<file path="src/rtl/conv1d_mac_ctrl.sv">
// conv1d_mac_ctrl: sequences xmem/fmem reads and MAC enables for a
// valid-mode 1-D convolution y[j] = relu(sum_k x[j+k]*f[k]).
//
// Ports:
//   clk, reset        clock, synchronous active-high reset
//   start/busy/done   top-level run control (done is a 1-cycle pulse)
//   mem_rd_en         read strobe shared by xmem and fmem
//   x_addr, f_addr    synchronous-read addresses (j+k and k)
//   en_mult_reg       MAC multiplier-register enable (issue delayed 1)
//   en_adder_reg      MAC accumulator enable (issue delayed 2)
//   reset_accum       MAC accumulator/multiplier clear
//   accum_in          finished MAC result (ReLU applied upstream)
//   y_valid/y_ready   output handshake, one word per j
//   y_data/y_addr     output word (pass-through of accum_in) and index j
module conv1d_mac_ctrl #(
  parameter int N   = 43,
  parameter int M   = 16,
  parameter int DW  = 32,
  parameter int XAW = $clog2(N),
  parameter int FAW = $clog2(M),
  parameter int YAW = (N - M + 1 > 1) ? $clog2(N - M + 1) : 1
) (
  input  logic           clk,
  input  logic           reset,
  input  logic           start,
  output logic           busy,
  output logic           done,
  output logic           mem_rd_en,
  output logic [XAW-1:0] x_addr,
  output logic [FAW-1:0] f_addr,
  output logic           en_mult_reg,
  output logic           en_adder_reg,
  output logic           reset_accum,
  input  logic [DW-1:0]  accum_in,
  output logic           y_valid,
  input  logic           y_ready,
  output logic [DW-1:0]  y_data,
  output logic [YAW-1:0] y_addr
);

  typedef enum logic [2:0] {
    S_IDLE,
    S_RUN,
    S_DRAIN,
    S_OUT,
    S_CLR,
    S_DONE
  } state_t;

  localparam logic [FAW-1:0] K_LAST = FAW'(M - 1);
  localparam logic [YAW-1:0] J_LAST = YAW'(N - M);

  state_t         state;
  state_t         state_nx;
  logic [FAW-1:0] k;
  logic [YAW-1:0] j;
  logic           drain_cnt;
  logic [1:0]     en_pipe;

  logic issue;
  logic k_last;
  logic j_last;
  logic y_fire;

  assign issue  = (state == S_RUN);
  assign k_last = (k == K_LAST);
  assign j_last = (j == J_LAST);
  assign y_fire = (state == S_OUT) && y_ready;

  // State register
  always_ff @(posedge clk) begin
    if (reset) begin
      state <= S_IDLE;
    end else begin
      state <= state_nx;
    end
  end

  // Next-state logic
  always_comb begin
    state_nx = state;
    case (state)
      S_IDLE: begin
        if (start) begin
          state_nx = S_RUN;
        end
      end
      S_RUN: begin
        if (k_last) begin
          state_nx = S_DRAIN;
        end
      end
      S_DRAIN: begin
        // second drain cycle lets en_adder_reg retire the last product
        if (drain_cnt) begin
          state_nx = S_OUT;
        end
      end
      S_OUT: begin
        if (y_fire) begin
          state_nx = S_CLR;
        end
      end
      S_CLR: begin
        state_nx = j_last ? S_DONE : S_RUN;
      end
      S_DONE: begin
        state_nx = S_IDLE;
      end
      default: begin
        state_nx = S_IDLE;
      end
    endcase
  end

  // Output decode
  always_comb begin
    busy         = (state != S_IDLE);
    done         = (state == S_DONE);
    mem_rd_en    = issue;
    reset_accum  = (state == S_IDLE) || (state == S_CLR);
    y_valid      = (state == S_OUT);
    en_mult_reg  = en_pipe[0];
    en_adder_reg = en_pipe[1];
    x_addr       = XAW'(j) + XAW'(k);
    f_addr       = k;
    y_addr       = j;
    y_data       = accum_in;
  end

  // Loop counters and enable pipeline
  always_ff @(posedge clk) begin
    if (reset) begin
      k         <= '0;
      j         <= '0;
      drain_cnt <= 1'b0;
      en_pipe   <= 2'b00;
    end else begin
      en_pipe   <= {en_pipe[0], issue};
      drain_cnt <= (state == S_DRAIN) && !drain_cnt;
      case (state)
        S_IDLE: begin
          if (start) begin
            j <= '0;
            k <= '0;
          end
        end
        S_RUN: begin
          // k parks at M-1 until CLR rewinds it
          if (!k_last) begin
            k <= k + 1'b1;
          end
        end
        S_CLR: begin
          k <= '0;
          j <= j_last ? '0 : j + 1'b1;
        end
        default: begin
        end
      endcase
    end
  end

endmodule

</file>
<file path="config.mk">
export PLATFORM = sky130hd
export DESIGN_NAME = conv1d_mac_ctrl
export DESIGN_NICKNAME = d
export VERILOG_FILES = /design/src/rtl/conv1d_mac_ctrl.sv
export SDC_FILE = /design/constraint.sdc
export NUM_CORES = 1
export LEC_CHECK = 0
export CAP_MARGIN = 20
export CORE_MARGIN = 10
export CORE_UTILIZATION = 31
export DETAILED_ROUTE_END_ITERATION = 7
export GPL_TIMING_DRIVEN = 0
export PLACE_DENSITY = 0.76
export SYNTH_ARGS = -nofsm -noshare
export SYNTH_HDL_FRONTEND = slang
export SYNTH_SLANG_ARGS = --single-unit
</file>
<file path="constraint.sdc">
create_clock -name clk -period 1.53 [get_ports clk]
set_input_delay 0.153 -clock clk [delete_from_list [all_inputs] [get_ports clk]]
set_output_delay 0.153 -clock clk [all_outputs]
set_load 0.005 [all_outputs]
</file>
Word-level counts from Yosys, hierarchy flattened --
Index checks and enable logic that the tools add are counted.
Storage, ports and cells: output and inout bits 54, register bits 15, bits of input ports 36, logic and storage cells 43
Operators by class: reduce and logical (&&, ||, !) cells 11, eq/ne operators 12, add/sub/neg operators 3, mux-type cells 12
Operators by type and width (number):
- $mux W3 | 5
- $pmux W3 S5 | 1
- $pmux W4 S3 | 1
- $mux W5 | 2
- $pmux W5 S2 | 1
- $mux W4 | 2
- $add A5 B4 Y6 | 1
- $eq A3 B2 Y1 const B | 2
- $eq A3 B3 Y1 const B | 2
- $ne A2 B2 Y1 const B | 3
- $reduce_bool A3 Y1 | 2
- $add A5 B1 Y5 const B | 1
- $eq A5 B5 Y1 const B | 1
- $add A4 B1 Y4 const B | 1
- $eq A4 B4 Y1 const B | 1
- $ne A2 B1 Y1 const B | 2
- $reduce_and A4 Y1 | 1
- $eq A3 B1 Y1 const B | 1
- $logic_not A3 Y1 | 1
- $reduce_and A3 Y1 | 1
- $logic_and A1 B1 Y1 | 2
- $reduce_and A2 Y1 | 1
- $reduce_bool A2 Y1 | 1
- $logic_not A1 Y1 | 1
- $logic_or A1 B1 Y1 | 1

Depth between registers and ports, before layout --
depth after elaboration 4, mapped depth 5, depth with buffers taken out 5

Worst setup path after synthesis --
Ideal clock, no wire load.
path kind register -> output, start point register k[0] (netlist: f_addr[0]), end point output x_addr[4], buffers on the path 0, data arrival time 1.462 ns, data required time 1.377 ns, path slack -0.085 ns, cell stages (with the launch flop) 6, path through dfxtp_1 > ha_1 > fa_1 > a21o_1 > a21oi_1 > xnor2_1
On the way: word-level cells in the longest chain between the ends 1
Ends and longest elaborated chain:
- from (decl) | RTL line 55 | logic [FAW-1:0] k;
- from (signal assigned) | RTL line 151 | k <= k + 1'b1;
- $add A5 B4 Y6 | RTL line 125 | x_addr = XAW'(j) + XAW'(k);
- to (decl) | RTL line 29 | output logic [XAW-1:0] x_addr,
Every way passes these cells.

Worst setup path in the final report --
Same ends and word-level chain as after synthesis.

==> summary.txt <==
Drt
  – Vias per cell: roughly 4.7
  – ANT nets after route: 0
  – DRT iter0 DRCs: between 70 and 80
  – Number of iterations in the first detailed-routing pass: 4
  – DR WL/cell: 14.3 um
  – Total Wirelength: about 3600 um
  – Vias: roughly 1200
  – DRC errors left: 0

Outcome
  – Failing checks: negative setup slack
  – Outcome: finished, violations left

STA
  – Max_slew headroom: 0.665
  – Final setup fails: 5
  – Final WS setup: -0.267 ns
  – Clock Skew: ~0.0027 ns
  – Period utilisation layout: 1.17
  – Fin crit period: between 1.5 and 2 ns
  – Count of final hold-check violations: 0
  – Slew Limit Fails: 0
  – RSZ-0062 raised after global routing: true
  – Worst-margin pin slew: about 0.5 ns
  – Max Freq: between 500 and 600 MHz

Yosys
  – Synth Cell Area: roughly 1200 um2
  – Synth area leader: dfxtp_1
  – Synth Area in Adders: 0.0794
  – Synth Instances: roughly 130
  – Post-synth top area share: 0.251
  – Synth Warn #: 0
  – Compound-Gate Fraction of Synth Area: 0.162
  – Simple-Gate Fraction of Synth Area: 0.215
  – Seq/Total Area, Yosys: 0.251
  – Post-synthesis mux area share: 0.0167
  – Largest cells by area after synthesis: dfxtp_1, buf_4, ha_1
  – XOR/XNOR Fraction of Synth Area: 0.0219
  – Yosys cell types: 40
  – Largest family of logic cells by synthesized area: buffers and inverters
  – Syn_area_per_cell: just under 9 um2
  – FF+latch count, synth: 15
  – Post-Syn Nets: approximately 180

Setup path
  – R2R setup slack: ~0.08 ns
  – CP startpoint: f_addr[0]
  – Worst R2R End: f_addr[2]
  – Worst R2R Start: f_addr[1]
  – Crit-path max FO: 2
  – Arr. time, crit path: roughly 1.6 ns
  – Worst Reg-to-Reg Cells: 5
  – Crit path kind: reg -> out
  – Setup crit end kind: output port
  – Startpoint types: flip-flop
  – Worst EP required: between 1 and 1.5 ns

Pwr
  – PwrDens: 622 nW/um2
  – Worst vdd ir: about 460 uV
  – Power Total: around 1.2 mW
  – Pleak: between 0.8 and 0.9 nW

Clocking
  – Clock Pin Slew Worst Setup and Hold Paths: about 0.060 ns
  – CTS H-Tree Depth: 1
  – TritonCTS Buffers: 3
  – Clock Tree Buf Depth: 2
  – Clk root buf: clkbuf_8
  – CTS tree: built
  – Clock sink total: 15
  – Clock Latency Late Sink: 0.25 ns

Floorplan
  – Initial cell density of the core: 0.325
  – Die ar.: slightly below 7000 um2
  – Ports: 90
  – DIE HEIGHT: between 80 and 90 um
  – Row cnt: 22
  – Core region area: 3690 um2
  – Die Wd: approximately 82 um

GRT
  – Global route overflow: 0
  – Initial antenna violation count: 0
  – Vias in the first global route: roughly 1200
  – First-pass GRT wire length: 5460 um
  – GR Util All Layers: 0.0994
  – Largest net degree at the start of global routing: 11

Finish
  – Antenna cell count: 0
  – Nets: approximately 250
  – Finished Layout Cells: roughly 250
  – Most common cell after layout, fill and taps aside: clkdlybuf4s50_1
  – Layout cells sized above 1: 0.397
  – Commonest cells after routing, fill and taps aside: clkdlybuf4s50_1, buf_4, nand2_1, nand3_1
  – Area growth syn-to-layout: 65.7%

Placement
  – Port Buf Inserts: 56
  – GP Congestion: about 0.74
  – Post-Place Worst Slack: -0.525 ns
  – Post-DP HPWL: 2750 um
  – DP Cell Count: 238

Run
  – Max-Cap Viols: 0

Worst hold path
  – Hold Startpoint: reset
  – Hold Crit Depth: 2
  – Worst Hold Class: in -> reg
  – Worst min-delay path endpoint: en_pipe[0]
layer usage:
metal	wire length (um)	track usage
met5	0	0
met4	13	0.0153
met3	620	0.0778
met2	1610	0.155
met1	1360	0.106
power by group:
group	leakage (nW)	switching (mW)	internal [mW]	total (mW)
combinational	0.691	0.194	0.286	0.479
sequential	0.127	0.0190	0.411	0.430
clock	0.0228	0.140	0.185	0.325
area by class of cell:
class | instances | area, um2
clock buffers | 4 | 45.0
well taps | 48 | 60.1
plain buffers | 38 | 307
fillers | 361 | 1700
multi-input cells | 79 | 644
repair buffers | 66 | 601
inverters | 2 | 7.51
flip-flops and latches | 15 | 320
cell families (layout without fill, tap and decap cells):
| family | after synthesis | in the layout |
|---|---|---|
| adder cells (fa/ha/maj) | 7 | 7 |
| AO/OA/AOI/OAI | 26 | 26 |
| buffers and inverters | 40 | 110 |
| AND/OR/NAND/NOR | 41 | 41 |
| flip-flops | 15 | 15 |
| multiplexers | 2 | 2 |
| XOR/XNOR | 3 | 3 |
timing repair:
action / 4_1_cts / 5_1_grt
buffers inserted: 8 / 3
pin swaps: 7 / 3
endpoints found under the setup margin: 11 / 6
hold buffers: 0 / 0
gates resized for setup: 49 / 3
endpoints found under the hold margin: 0 / 0
how the worst max path moves through the flow:
stage / cells after the start / to
CTS: 6 / x_addr[4]
global route: 6 / x_addr[4]
floorplan: 5 / x_addr[4]
detailed placement: 6 / x_addr[4]
global placement: 6 / x_addr[4]
finish: 6 / x_addr[4]
cell usage after synthesis, drive strengths merged:
| cell type | instances |
|---|---|
| nand4bb | 1 |
| o2bb2ai | 1 |
| nor4 | 1 |
| nand3b | 1 |
| ha | 6 |
| nand2 | 8 |
| nor4b | 1 |
| a21oi | 8 |
| o22ai | 1 |
| a211oi | 3 |
| or3 | 2 |
| xnor2 | 2 |
| nand4b | 2 |
| clkbuf | 1 |
| buf | 37 |
| fa | 1 |
| nor3b | 3 |
| a2bb2oi | 1 |
| xor2 | 1 |
| mux2i | 2 |
| dfxtp | 15 |
| or2 | 1 |
| nand3 | 8 |
| a41oi | 2 |
| a21o | 3 |
| nor2b | 1 |
| nor2 | 5 |
| nand2b | 7 |
| a31oi | 1 |
| a311oi | 3 |
| o21ai | 3 |
| inv | 2 |
flip-flops by register name (all words and copies together), names as in the netlist:
name / cells
f_addr: 4
drain_cnt: 1
y_addr: 5
state: 3
en_pipe: 2
per-stage QoR:
stage | utilization | hold slack, ns | cell area (um2) | setup TNS, ns
6_report | 0.538 | 0.109 | 1980 | -0.758
3_5_place_dp | 0.496 | 0.376 | 1830 | -2.16
4_1_cts | 0.534 | 0.108 | 1970 | -0.802
3_3_place_gp | 0.496 | 0.370 | 1830 | -2.13
2_1_floorplan | - | 0.320 | 1210 | 0
5_1_grt | 0.538 | 0.110 | 1980 | -1.05
critical path, cell delays in order, from the launching register on:
cell and delay, ns:
dfxtp_4 0.36, ha_4 0.16, fa_2 0.34, a21o_1 0.17, a21oi_2 0.13, xnor2_1 0.12
buf_2 0.13
(Power assumes the default switching activity.)
